File: src/rtl/decode_rf_stage.sv
// Decode stage with integrated register file, write-through bypass and stall-time operand refresh.
// Optional DECODE_ZERO_REG_EN: register 0 reads as zero and ignores writes.
module decode_rf_stage #(
  parameter int DATA_W = 32,
  parameter int NREGS  = 32,
  parameter int OFF_W  = 10
) (
  input  logic              clk,
  input  logic              rst,
  input  logic              in_valid,
  output logic              in_ready,
  input  logic [31:0]       instruction,
  input  logic              wb_en,
  input  logic [4:0]        wb_reg,
  input  logic [DATA_W-1:0] wb_data,
  output logic              out_valid,
  input  logic              out_ready,
  output logic [6:0]        opcode,
  output logic [4:0]        dst,
  output logic [4:0]        src1_reg,
  output logic [4:0]        src2_reg,
  output logic [DATA_W-1:0] src1,
  output logic [DATA_W-1:0] src2,
  output logic [OFF_W-1:0]  offsetlo
);

  localparam int IW = (NREGS > 1) ? $clog2(NREGS) : 1;
`ifdef DECODE_ZERO_REG_EN
  localparam bit ZERO_REG = 1'b1;
`else
  localparam bit ZERO_REG = 1'b0;
`endif

  logic [DATA_W-1:0] rf_q [NREGS];

  logic              valid_q, valid_d;
  logic [6:0]        opcode_q, opcode_d;
  logic [4:0]        dst_q, dst_d, src1_reg_q, src1_reg_d, src2_reg_q, src2_reg_d;
  logic [DATA_W-1:0] src1_q, src1_d, src2_q, src2_d;
  logic [OFF_W-1:0]  off_q, off_d;

  logic          capture, stall, wb_ok;
  logic [IW-1:0] wb_idx, rd1_idx, rd2_idx, held1_idx, held2_idx;
  logic [DATA_W-1:0] rd1_val, rd2_val;

  assign in_ready  = !valid_q || out_ready;
  assign capture   = in_valid && in_ready;
  assign stall     = valid_q && !out_ready;
  assign wb_idx    = wb_reg[IW-1:0];
  assign rd1_idx   = instruction[15 +: IW];
  assign rd2_idx   = instruction[10 +: IW];
  assign held1_idx = src1_reg_q[IW-1:0];
  assign held2_idx = src2_reg_q[IW-1:0];
  assign wb_ok     = wb_en && !(ZERO_REG && wb_idx == '0);

  // Operand reads see the write landing on the same edge, so capture never latches a stale value.
  always_comb begin
    rd1_val = (ZERO_REG && rd1_idx == '0) ? '0 : rf_q[rd1_idx];
    rd2_val = (ZERO_REG && rd2_idx == '0) ? '0 : rf_q[rd2_idx];
    if (wb_ok && wb_idx == rd1_idx) rd1_val = wb_data;
    if (wb_ok && wb_idx == rd2_idx) rd2_val = wb_data;
  end

  always_comb begin
    valid_d    = valid_q;
    opcode_d   = opcode_q;
    dst_d      = dst_q;
    src1_reg_d = src1_reg_q;
    src2_reg_d = src2_reg_q;
    src1_d     = src1_q;
    src2_d     = src2_q;
    off_d      = off_q;
    if (capture) begin
      valid_d    = 1'b1;
      opcode_d   = instruction[31:25];
      dst_d      = instruction[24:20];
      src1_reg_d = instruction[19:15];
      src2_reg_d = instruction[14:10];
      src1_d     = rd1_val;
      src2_d     = rd2_val;
      off_d      = instruction[OFF_W-1:0];
    end else if (stall) begin
      if (wb_ok && wb_idx == held1_idx) src1_d = wb_data;
      if (wb_ok && wb_idx == held2_idx) src2_d = wb_data;
    end else if (out_ready) begin
      valid_d = 1'b0;
    end
  end

  always_ff @(posedge clk or posedge rst) begin
    if (rst) begin
      for (int unsigned i = 0; i < NREGS; i++) rf_q[i] <= DATA_W'(i);
    end else if (wb_ok) begin
      rf_q[wb_idx] <= wb_data;
    end
  end

  always_ff @(posedge clk or posedge rst) begin
    if (rst) begin
      valid_q    <= 1'b0;
      opcode_q   <= '0;
      dst_q      <= '0;
      src1_reg_q <= '0;
      src2_reg_q <= '0;
      src1_q     <= '0;
      src2_q     <= '0;
      off_q      <= '0;
    end else begin
      valid_q    <= valid_d;
      opcode_q   <= opcode_d;
      dst_q      <= dst_d;
      src1_reg_q <= src1_reg_d;
      src2_reg_q <= src2_reg_d;
      src1_q     <= src1_d;
      src2_q     <= src2_d;
      off_q      <= off_d;
    end
  end

  assign out_valid = valid_q;
  assign opcode    = opcode_q;
  assign dst       = dst_q;
  assign src1_reg  = src1_reg_q;
  assign src2_reg  = src2_reg_q;
  assign src1      = src1_q;
  assign src2      = src2_q;
  assign offsetlo  = off_q;

endmodule

File: config.mk
export PLATFORM = sky130hd
export DESIGN_NAME = decode_rf_stage
export DESIGN_NICKNAME = d
export VERILOG_FILES = /design/src/rtl/decode_rf_stage.sv
export SDC_FILE = /design/constraint.sdc
export NUM_CORES = 2
export LEC_CHECK = 0
export ABC_CLOCK_PERIOD_IN_PS = 39600
export CORE_AREA = 2 2 458 233
export DETAILED_ROUTE_END_ITERATION = 6
export DIE_AREA = 0 0 460 235
export GPL_TIMING_DRIVEN = 0
export PLACE_DENSITY = 0.73
export RECOVER_POWER = 25
export SLEW_MARGIN = 20
export SYNTH_ARGS = -nofsm -noshare
export SYNTH_HDL_FRONTEND = slang
export SYNTH_SLANG_ARGS = --single-unit
File: constraint.sdc
create_clock -name clk -period 39.6 [get_ports clk]
set_input_delay 7.92 -clock clk [delete_from_list [all_inputs] [get_ports clk]]
set_output_delay 7.92 -clock clk [all_outputs]
set_load 0.02 [all_outputs]
==> results.json <==
{
  "status": "finished with violations",
  "failed_checks": "max-capacitance violations, max-slew violations",
  "start_util_pct": 55.6,
  "utilization_pct": 62.6,
  "grt_max_degree": 109,
  "postRouteAntennaNets": 0,
  "cts_resized": 0,
  "port-buffer-count": 166,
  "syn_nets": 4339,
  "ys_seq_elements": 1121,
  "nets": 4619,
  "core_area_um2": 104000,
  "grt_pass1_vias": 41600,
  "fillers": 7834,
  "via_per_inst": 7.14,
  "clk_latency_ns": 0.75,
  "rsz0062_at_grt": "no",
  "cts_root_buf": "clkbuf_16",
  "p_sw_w": 0.00101,
  "drv_cap": 7,
  "drtIter0Drc": 6293,
  "arrival_ns": 17.38,
  "pwr-share-clk_pct": 32.3,
  "largest_register_ffs": 1024,
  "pwr_density_cell_nw_per_um2": 52.0,
  "drc": 0,
  "firstDrtPassIters": 6,
  "fin_crit_sh_pct": 45.1,
  "p_int_w": 0.00237,
  "async_flop_share_pct": 100,
  "dpl.hpwl_mm": 153,
  "path_class": "in -> async",
  "path_clk_slew_ns": 0.07,
  "fp.dieArea_um2": 108000,
  "place.gp.congestion": 0.992,
  "skew_ns": 0.0286,
  "critPathRequiredTime_ns": 39.10,
  "seq_area_frac_synth_pct": 48.6,
  "avgSynthCellArea_um2": 13.6,
  "tns_ns": 0,
  "min_period_ns": 17.88,
  "wl_per_cell_um": 34.3,
  "synth-edff-count": 0,
  "drv_slew": 614,
  "ys_top_cells_by_area": "dfrtp_1 45%, mux4_2 19%, mux2_2 10%",
  "cts_tree": "done",
  "yosysMostFrequentCell": "dfrtp_1",
  "ir_drop_v": 0.0000461,
  "wirelength_mm": 206,
  "cts_sinks": 1121,
  "setup_ws_ns": 21.72,
  "p_sw_share_pct": 29.9,
  "min-delay-start": "rf_q[896]",
  "post_cts_buffers": 0,
  "netlist-cell-type-count": 51,
  "hold_class": "reg -> reg",
  "hold_buffers": 0,
  "drive_gt1_share_pct": 34.9,
  "area_growth_pct": 12.5,
  "synth_common_cells": "1041 x dfrtp_1, 533 x mux2_2, 528 x nand2_1",
  "end_kind": "async pin",
  "startpoint_type": "input port",
  "fp.dieW_um": 460,
  "r2r_end": "src2[26]",
  "reg2regPathDepth": 7,
  "rrSetupSlack_ns": 36.22,
  "crit_start": "rst",
  "antenna_found_initial": 14,
  "cts_made_buffers": 99,
  "max_freq_mhz": 55.9,
  "grt_first_pass_wirelength_mm": 297,
  "power.total_w": 0.00338,
  "rows": 84,
  "p_seq_share_pct": 45.9,
  "r2r-start": "out_valid",
  "io_pins": 172,
  "htree_levels": 3,
  "worstPathMaxFanout": 99,
  "yosysWarnings": 0,
  "grt.total_usage_pct": 38.4,
  "overflow": 0,
  "tightest_slew_ns": 5.75,
  "multi_input_area_um2": 27100,
  "synth_cells": 4265,
  "relSlewSlack_pct": -283,
  "dp_worst_setup_slack_ns": 22.31,
  "hold_viol_final": 0,
  "ys.flop_type": "dfrtp_1",
  "worstSetupEndpoint": "src2[16]",
  "vias": 43000,
  "synth_top_area_cell": "dfrtp_1",
  "synth_top_area_share_pct": 45.0,
  "finalSetupViolations": 0,
  "clock_path_buffers": 3,
  "die_y_um": 235,
  "syn_area_um2": 57900,
  "p_comb_share_pct": 21.8,
  "p_leak_nw": 27.5,
  "seqCellArea_um2": 28200
}
how the worst min path moves through the flow:
| stage | end | slack (ns) | cells after the start |
|---|---|---|---|
| after floorplan | rf_q[404] | 0.46 | 2 |
| after global placement | rf_q[662] | 0.47 | 2 |
| after detailed placement | rf_q[769] | 0.48 | 2 |
| after CTS | rf_q[769] | 0.49 | 2 |
| after global routing | rf_q[801] | 0.52 | 2 |
| final | rf_q[896] | 0.49 | 2 |
per-layer routing:
metal,part of all wire [%],wire (µm),vias up,GRT usage (%)
li1,-,-,16700,-
met1,39,80100,22400,54.4
met2,37,77100,3414,45.6
met3,21,43300,387,27.7
met4,2.6,5370,14,9.71
met5,0.28,578,-,3.34
logic make-up after synthesis:
group | Yosys count | share of synthesized area [%]
flops | 1121 | 48.6
mux | 1054 | 30.6
compound gates | 840 | 10.0
simple gates | 782 | 5.91
buf+inv | 448 | 4.57
xor+xnor | 20 | 0.303
per-stage QoR:
stage,instance area [µm²],hold slack (ns),std cells
after global routing,65100,0.516,6012
after floorplan,57900,0.458,4265
after detailed placement,61600,0.481,5820
after global placement,61300,0.471,5807
final,65100,0.490,6019
after CTS,65200,0.491,6005
final cells by class:
cell class	instances	share of cell area, %
Tap cell	1376	2.64
Antenna cell	14	0.0538
Timing Repair Buffer	179	2.86
Clock buffer	142	4.60
Multi-Input combinational cell	2696	41.6
Inverter	34	0.198
Buffer	414	3.88
Clock inverter	43	0.917
Sequential cell	1121	43.2
cell usage in the layout, fill, tap and decap left out, drive strengths merged, types with 3 or more instances in the layout:
cell           count
and2               4
nand3              6
a22oi            256
clkinvlp           6
inv               34
bufinv            14
nor2b              4
nand3b             3
o21ai            514
mux4             512
nor3               3
xor2              12
xnor2              8
clkinv            23
mux2             542
diode             14
dfrtp           1041
nor3b              3
dfstp             80
clkdlybuf4s50    164
clkbuf           353
and3             129
nor2              85
buf              216
a2111oi           64
nand2            536
power groups by stage:
stage	sequential (W)	combinational, W	clock [W]
after floorplan	0.00152	0.000486	0
after global placement	0.00155	0.000687	0
after detailed placement	0.00156	0.000715	0
after CTS	0.00154	0.000717	0.00109
after global routing	0.00157	0.000778	0.00114
final	0.00155	0.000738	0.00109
worst max-delay path, stage by stage:
cell,delay [ns]
dlygate4sd3_1,0.54
clkinvlp_2,1.59
clkbuf_1,3.04
clkbuf_1,4.06
No activity file was read; power rests on OpenSTA's default activity.
